==> config.mk <==
export PLATFORM = sky130hd
export DESIGN_NAME = iob_vexriscv_dbus_bridge
export DESIGN_NICKNAME = d
export VERILOG_FILES = /design/src/rtl/iob_vexriscv_dbus_bridge.sv
export SDC_FILE = /design/constraint.sdc
export NUM_CORES = 1
export LEC_CHECK = 0
export ABC_CLOCK_PERIOD_IN_PS = 4250
export CORE_UTILIZATION = 43
export DETAILED_ROUTE_END_ITERATION = 16
export PLACE_DENSITY = 0.83
export SYNTH_ARGS = -nofsm -noshare
export SYNTH_HDL_FRONTEND = slang
export SYNTH_SLANG_ARGS = --single-unit
==> constraint.sdc <==
create_clock -name clk -period 4.25 [get_ports clk]
set_input_delay 0.85 -clock clk [delete_from_list [all_inputs] [get_ports clk]]
set_output_delay 0.85 -clock clk [all_outputs]
set_load 0.02 [all_outputs]
==> src/rtl/iob_vexriscv_dbus_bridge.sv <==
// iob_vexriscv_dbus_bridge: registered single-outstanding bridge from VexRiscv simple dBus to IOb native bus
// with lane steering, strobe generation, misalignment rejection and bus timeout.
module iob_vexriscv_dbus_bridge #(
   parameter int ADDR_W    = 32,
   parameter int DATA_W    = 32,
   parameter int TIMEOUT_W = 8
) (
   input  logic                clk,
   input  logic                rst,
   input  logic                cmd_valid,
   output logic                cmd_ready,
   input  logic                cmd_wr,
   input  logic [ADDR_W-1:0]   cmd_address,
   input  logic [DATA_W-1:0]   cmd_data,
   input  logic [1:0]          cmd_size,
   output logic                rsp_ready,
   output logic                rsp_error,
   output logic [DATA_W-1:0]   rsp_data,
   output logic                mem_valid,
   output logic [ADDR_W-1:0]   mem_addr,
   output logic [DATA_W-1:0]   mem_wdata,
   output logic [DATA_W/8-1:0] mem_wstrb,
   input  logic [DATA_W-1:0]   mem_rdata,
   input  logic                mem_ready,
   output logic                busy,
   output logic                err_misalign,
   output logic                err_timeout
);
   localparam int NB = DATA_W / 8;
   localparam int OFF = $clog2(NB);
   localparam logic [1:0] OFF_SZ = 2'(OFF);
   localparam logic [TIMEOUT_W-1:0] CNT_LAST = {TIMEOUT_W{1'b1}} - TIMEOUT_W'(1);

   typedef enum logic [1:0] {IDLE, REQ, ERR} state_t;

   state_t                state_q, state_d;
   logic [TIMEOUT_W-1:0]  cnt_q, cnt_d;
   logic                  wr_q, wr_d;
   logic                  mem_valid_q, mem_valid_d;
   logic [ADDR_W-1:0]     mem_addr_q, mem_addr_d;
   logic [DATA_W-1:0]     mem_wdata_q, mem_wdata_d;
   logic [NB-1:0]         mem_wstrb_q, mem_wstrb_d;
   logic                  rsp_ready_q, rsp_ready_d;
   logic                  rsp_error_q, rsp_error_d;
   logic [DATA_W-1:0]     rsp_data_q, rsp_data_d;
   logic                  err_mis_q, err_mis_d;
   logic                  err_to_q, err_to_d;
   logic                  busy_q;

   logic [OFF-1:0]        lane, amask;
   logic                  legal;
   logic [NB-1:0]         strb_base;
   logic [DATA_W-1:0]     wdata_rep;

   assign lane = cmd_address[OFF-1:0];
   assign amask = cmd_size == 2'd0 ? '0 : cmd_size == 2'd1 ? OFF'(1) : cmd_size == 2'd2 ? OFF'(3) : OFF'(7);
   assign legal = (cmd_size <= OFF_SZ) && ((lane & amask) == '0);
   assign strb_base = cmd_size == 2'd0 ? NB'(1) : cmd_size == 2'd1 ? NB'(3) : cmd_size == 2'd2 ? NB'(15) : NB'(255);
   assign wdata_rep = cmd_size == 2'd0 ? {NB{cmd_data[7:0]}} :
                      cmd_size == 2'd1 ? {(NB/2){cmd_data[15:0]}} :
                      cmd_size == 2'd2 ? {(NB/4){cmd_data[31:0]}} : cmd_data;

   // A timed-out load answers one cycle after err_timeout; wr_q still describes that request then.
   always_comb begin
      state_d     = state_q;
      cnt_d       = cnt_q;
      wr_d        = wr_q;
      mem_valid_d = mem_valid_q;
      mem_addr_d  = mem_addr_q;
      mem_wdata_d = mem_wdata_q;
      mem_wstrb_d = mem_wstrb_q;
      rsp_ready_d = err_to_q & ~wr_q;
      rsp_error_d = err_to_q & ~wr_q;
      rsp_data_d  = rsp_data_q;
      err_mis_d   = 1'b0;
      err_to_d    = 1'b0;
      case (state_q)
         IDLE: if (cmd_valid) begin
            wr_d = cmd_wr;
            if (legal) begin
               mem_addr_d  = {cmd_address[ADDR_W-1:OFF], {OFF{1'b0}}};
               mem_wstrb_d = cmd_wr ? strb_base << lane : '0;
               mem_wdata_d = wdata_rep;
               mem_valid_d = 1'b1;
               cnt_d       = '0;
               state_d     = REQ;
            end else begin
               err_mis_d   = 1'b1;
               rsp_ready_d = rsp_ready_d | ~cmd_wr;
               rsp_error_d = rsp_error_d | ~cmd_wr;
               rsp_data_d  = '0;
               state_d     = ERR;
            end
         end
         REQ: if (mem_ready) begin
            rsp_data_d  = mem_rdata;
            rsp_ready_d = ~wr_q;
            mem_valid_d = 1'b0;
            state_d     = IDLE;
         end else if (cnt_q == CNT_LAST) begin
            cnt_d       = cnt_q + TIMEOUT_W'(1);
            rsp_data_d  = '0;
            err_to_d    = 1'b1;
            mem_valid_d = 1'b0;
            state_d     = IDLE;
         end else begin
            cnt_d = cnt_q + TIMEOUT_W'(1);
         end
         default: state_d = IDLE;
      endcase
   end

   always_ff @(posedge clk or posedge rst) begin
      if (rst) begin
         state_q     <= IDLE;
         cnt_q       <= '0;
         wr_q        <= 1'b0;
         mem_valid_q <= 1'b0;
         mem_addr_q  <= '0;
         mem_wdata_q <= '0;
         mem_wstrb_q <= '0;
         rsp_ready_q <= 1'b0;
         rsp_error_q <= 1'b0;
         rsp_data_q  <= '0;
         err_mis_q   <= 1'b0;
         err_to_q    <= 1'b0;
         busy_q      <= 1'b0;
      end else begin
         state_q     <= state_d;
         cnt_q       <= cnt_d;
         wr_q        <= wr_d;
         mem_valid_q <= mem_valid_d;
         mem_addr_q  <= mem_addr_d;
         mem_wdata_q <= mem_wdata_d;
         mem_wstrb_q <= mem_wstrb_d;
         rsp_ready_q <= rsp_ready_d;
         rsp_error_q <= rsp_error_d;
         rsp_data_q  <= rsp_data_d;
         err_mis_q   <= err_mis_d;
         err_to_q    <= err_to_d;
         busy_q      <= state_d != IDLE;
      end
   end

   assign cmd_ready    = state_q == IDLE;
   assign rsp_ready    = rsp_ready_q;
   assign rsp_error    = rsp_error_q;
   assign rsp_data     = rsp_data_q;
   assign mem_valid    = mem_valid_q;
   assign mem_addr     = mem_addr_q;
   assign mem_wdata    = mem_wdata_q;
   assign mem_wstrb    = mem_wstrb_q;
   assign busy         = busy_q;
   assign err_misalign = err_mis_q;
   assign err_timeout  = err_to_q;
endmodule
==> metrics.txt <==
CTS max path bufs 2; All-Layer GR Usage 0.231; post-synthesis cell type count 46; met3 wire length 1220 um; CORE AREA 11000 sq um; area occupied by multi-input gates 1890 sq um; cell accounting for the most synthesized area dfrtp_1; fin crit share 0.668; clock sink count 115; slowest stage delay, CP 700 ps; power density cells 562 nW/um^2; Leak Pwr 3.45 nW; top cells by count, synth dfrtp_1 (115), nand2_1 (39), o21ai_0 (33); share of the synthesized area in the top cell type 0.581; TritonCTS Buffers 17; Mapped Cells 396; Clock Tree Root clkbuf_16; WL final 13300 um; Core Rows 38; worst r2r src state_q[1]; R2R cell count 4; P&R area growth vs syn 55.6%; Hold WS 483 ps; Ant. Diodes 0; dpl hpwl 9110 um; fillers 826; clock skew after layout 7.17 ps; placed cell area 7130 sq um; Buf/Inv on CP 1; post-cts hold buffer count 0; R2R Setup Slk 2190 ps; remaining antenna violation count 0; layout net count 709; Die H 109 um; final core occ 0.699; Synth Warn # 0; crit path cell chain nor2_1 > clkdlybuf4s50_1; Starting Density 0.449; WP data required 3400 ps; vias per cell 5.25; CP Data Arrival Time 1990 ps; drt wl/cell 17.6 um; predominant post-synthesis flop cell dfrtp_1; setup TNS 0 ps; die width 109 um; Netlist Area Pre-Place 4960 sq um; worst-case vdd ir drop 0.486 mV; clock latency on the worst-skew pair 410 ps; Synth Area per Inst 12.5 sq um; WP depth 2; CP max-delay cell clkdlybuf4s50_1; Slew Viols, Final 0; Overflow after GRT 0; Setup Buffers After CTS 0; type of origin of the critical path flop; RSZ-0062 raised after global routing no; achievable frequency 0.352 GHz; metal2 WL 6690 um; detailed-route via count 3977; min cycle time layout 2840 ps; Post-CTS Resized 0; register area share after synthesis 0.581; beginning of the worst hold path mem_wstrb[1]; Final setup viols 0; number of enable flip-flop cells after synthesis 0; Top Layer Used met4; total of max-cap violations 0; asr flop ratio synth 1.00; CP startpoint state_q[1]; critical path endpoint category output pin; CP Capture Point cmd_ready; IO Count 210; WS Path Type flop to output pin; H-tree depth 4; Placer Congestion 0.837; relative slew slack 0.599; peak fanout along the critical path 12; delay-heaviest family, CP buffers and inverters; final instance area 7710 sq um; die footprint 12000 sq um; Hold Path Class flop to flop; #FFs+latches synth 115; routed length on met1 5200 um; vias in the first global route 4038; final hold vios 0; DRT iter0 DRCs 218; top cells by area, synth dfrtp_1 (58%), mux2i_1 (6.1%), a22o_2 (5.5%); global-route wire length before repair 20600 um; status finished, final reports clean; Storage cell area 2880 sq um; CTS tree yes; pin count of the biggest net entering global routing 105; RR Endpoint rsp_data[14]; drt drc 0; initial antenna violation count 0; count leader, synth dfrtp_1; fraction of layout cells with a size suffix above 1 0.178; Pre-antenna DRT Iters 4; measured slew at the worst slew-check pin 601 ps; IO buf count 207; clk slew on worst S/H paths 60 ps
==> worst register-to-register path: stages (launching register included) <==
cell and delay (ps):
dfrtp_1 530, or3b_4 500, a41o_1 260, nand2_2 460
a22o_2 250
==> per-layer routing <==
metal,track usage,up-vias
met5,0,-
li1,-,1833
met2,0.393,167
met1,0.261,1963
met3,0.0984,14
met4,0.0762,0
==> registers in the layout (all words and copies together) (netlist names) <==
name          flops
busy              1
cnt_q             8
err_misalign      1
err_timeout       1
mem_addr         30
mem_valid         1
mem_wdata        32
mem_wstrb         4
rsp_data         32
rsp_error         1
rsp_ready         1
state_q           2
wr_q              1
==> stage by stage <==
stage | total power, mW | setup slack [ps] | cells
floorplan | 2.23 | 356 | 397
global placement | 2.92 | 1240 | 725
detailed placement | 2.96 | 1180 | 725
CTS | 4.37 | 1410 | 757
global route | 4.53 | 1310 | 757
finish | 4.33 | 1410 | 757
==> kinds of logic after synthesis <==
group,after synthesis,synth area share
fa+ha+maj,2,0.00505
buf+inv,39,0.0419
simple gates,76,0.0740
flops,115,0.581
mux,68,0.161
other cells,1,0.000757
compound gates,95,0.137
==> power breakdown <==
part,internal [mW],total (mW),switching [mW]
Sequential,1.36,1.53,0.164
Clock,0.903,1.39,0.483
Combinational,0.748,1.42,0.674
==> cell type report <==
| cell class | count | area share |
|---|---|---|
| clock inverter | 10 | 0.0138 |
| tap | 140 | 0.0227 |
| multi-input combinational | 243 | 0.245 |
| sequential | 115 | 0.373 |
| timing repair buffer | 214 | 0.277 |
| inverter | 13 | 0.00665 |
| clock buffer | 22 | 0.0615 |
==> worst min path at each step <==
stage                     to  slack (ps)  cells past startpoint
2_1_floorplan      rsp_ready         450                      1
6_report        mem_wstrb[1]         480                      2
3_5_place_dp   mem_wdata[21]         470                      2
4_1_cts        mem_wdata[21]         480                      2
5_1_grt          rsp_data[1]         510                      1
3_3_place_gp    mem_wdata[9]         460                      2
==> placed cells by master (no fill, tap or decap), drive strengths merged, types with 2 or more instances in the layout <==
master         count
o22ai              4
nor3               3
nor2              15
nand3              2
nand2b             5
bufinv             2
dfrtp            115
o21ai             33
inv               13
mux2              38
a221oi             2
clkdlybuf4s50    207
buf                7
ha                 2
a21oi             15
clkbuf            22
clkinv             7
mux2i             30
nand4              2
nand2             40
a22o              32
conb               2
Power figures use the tool's default switching activity.
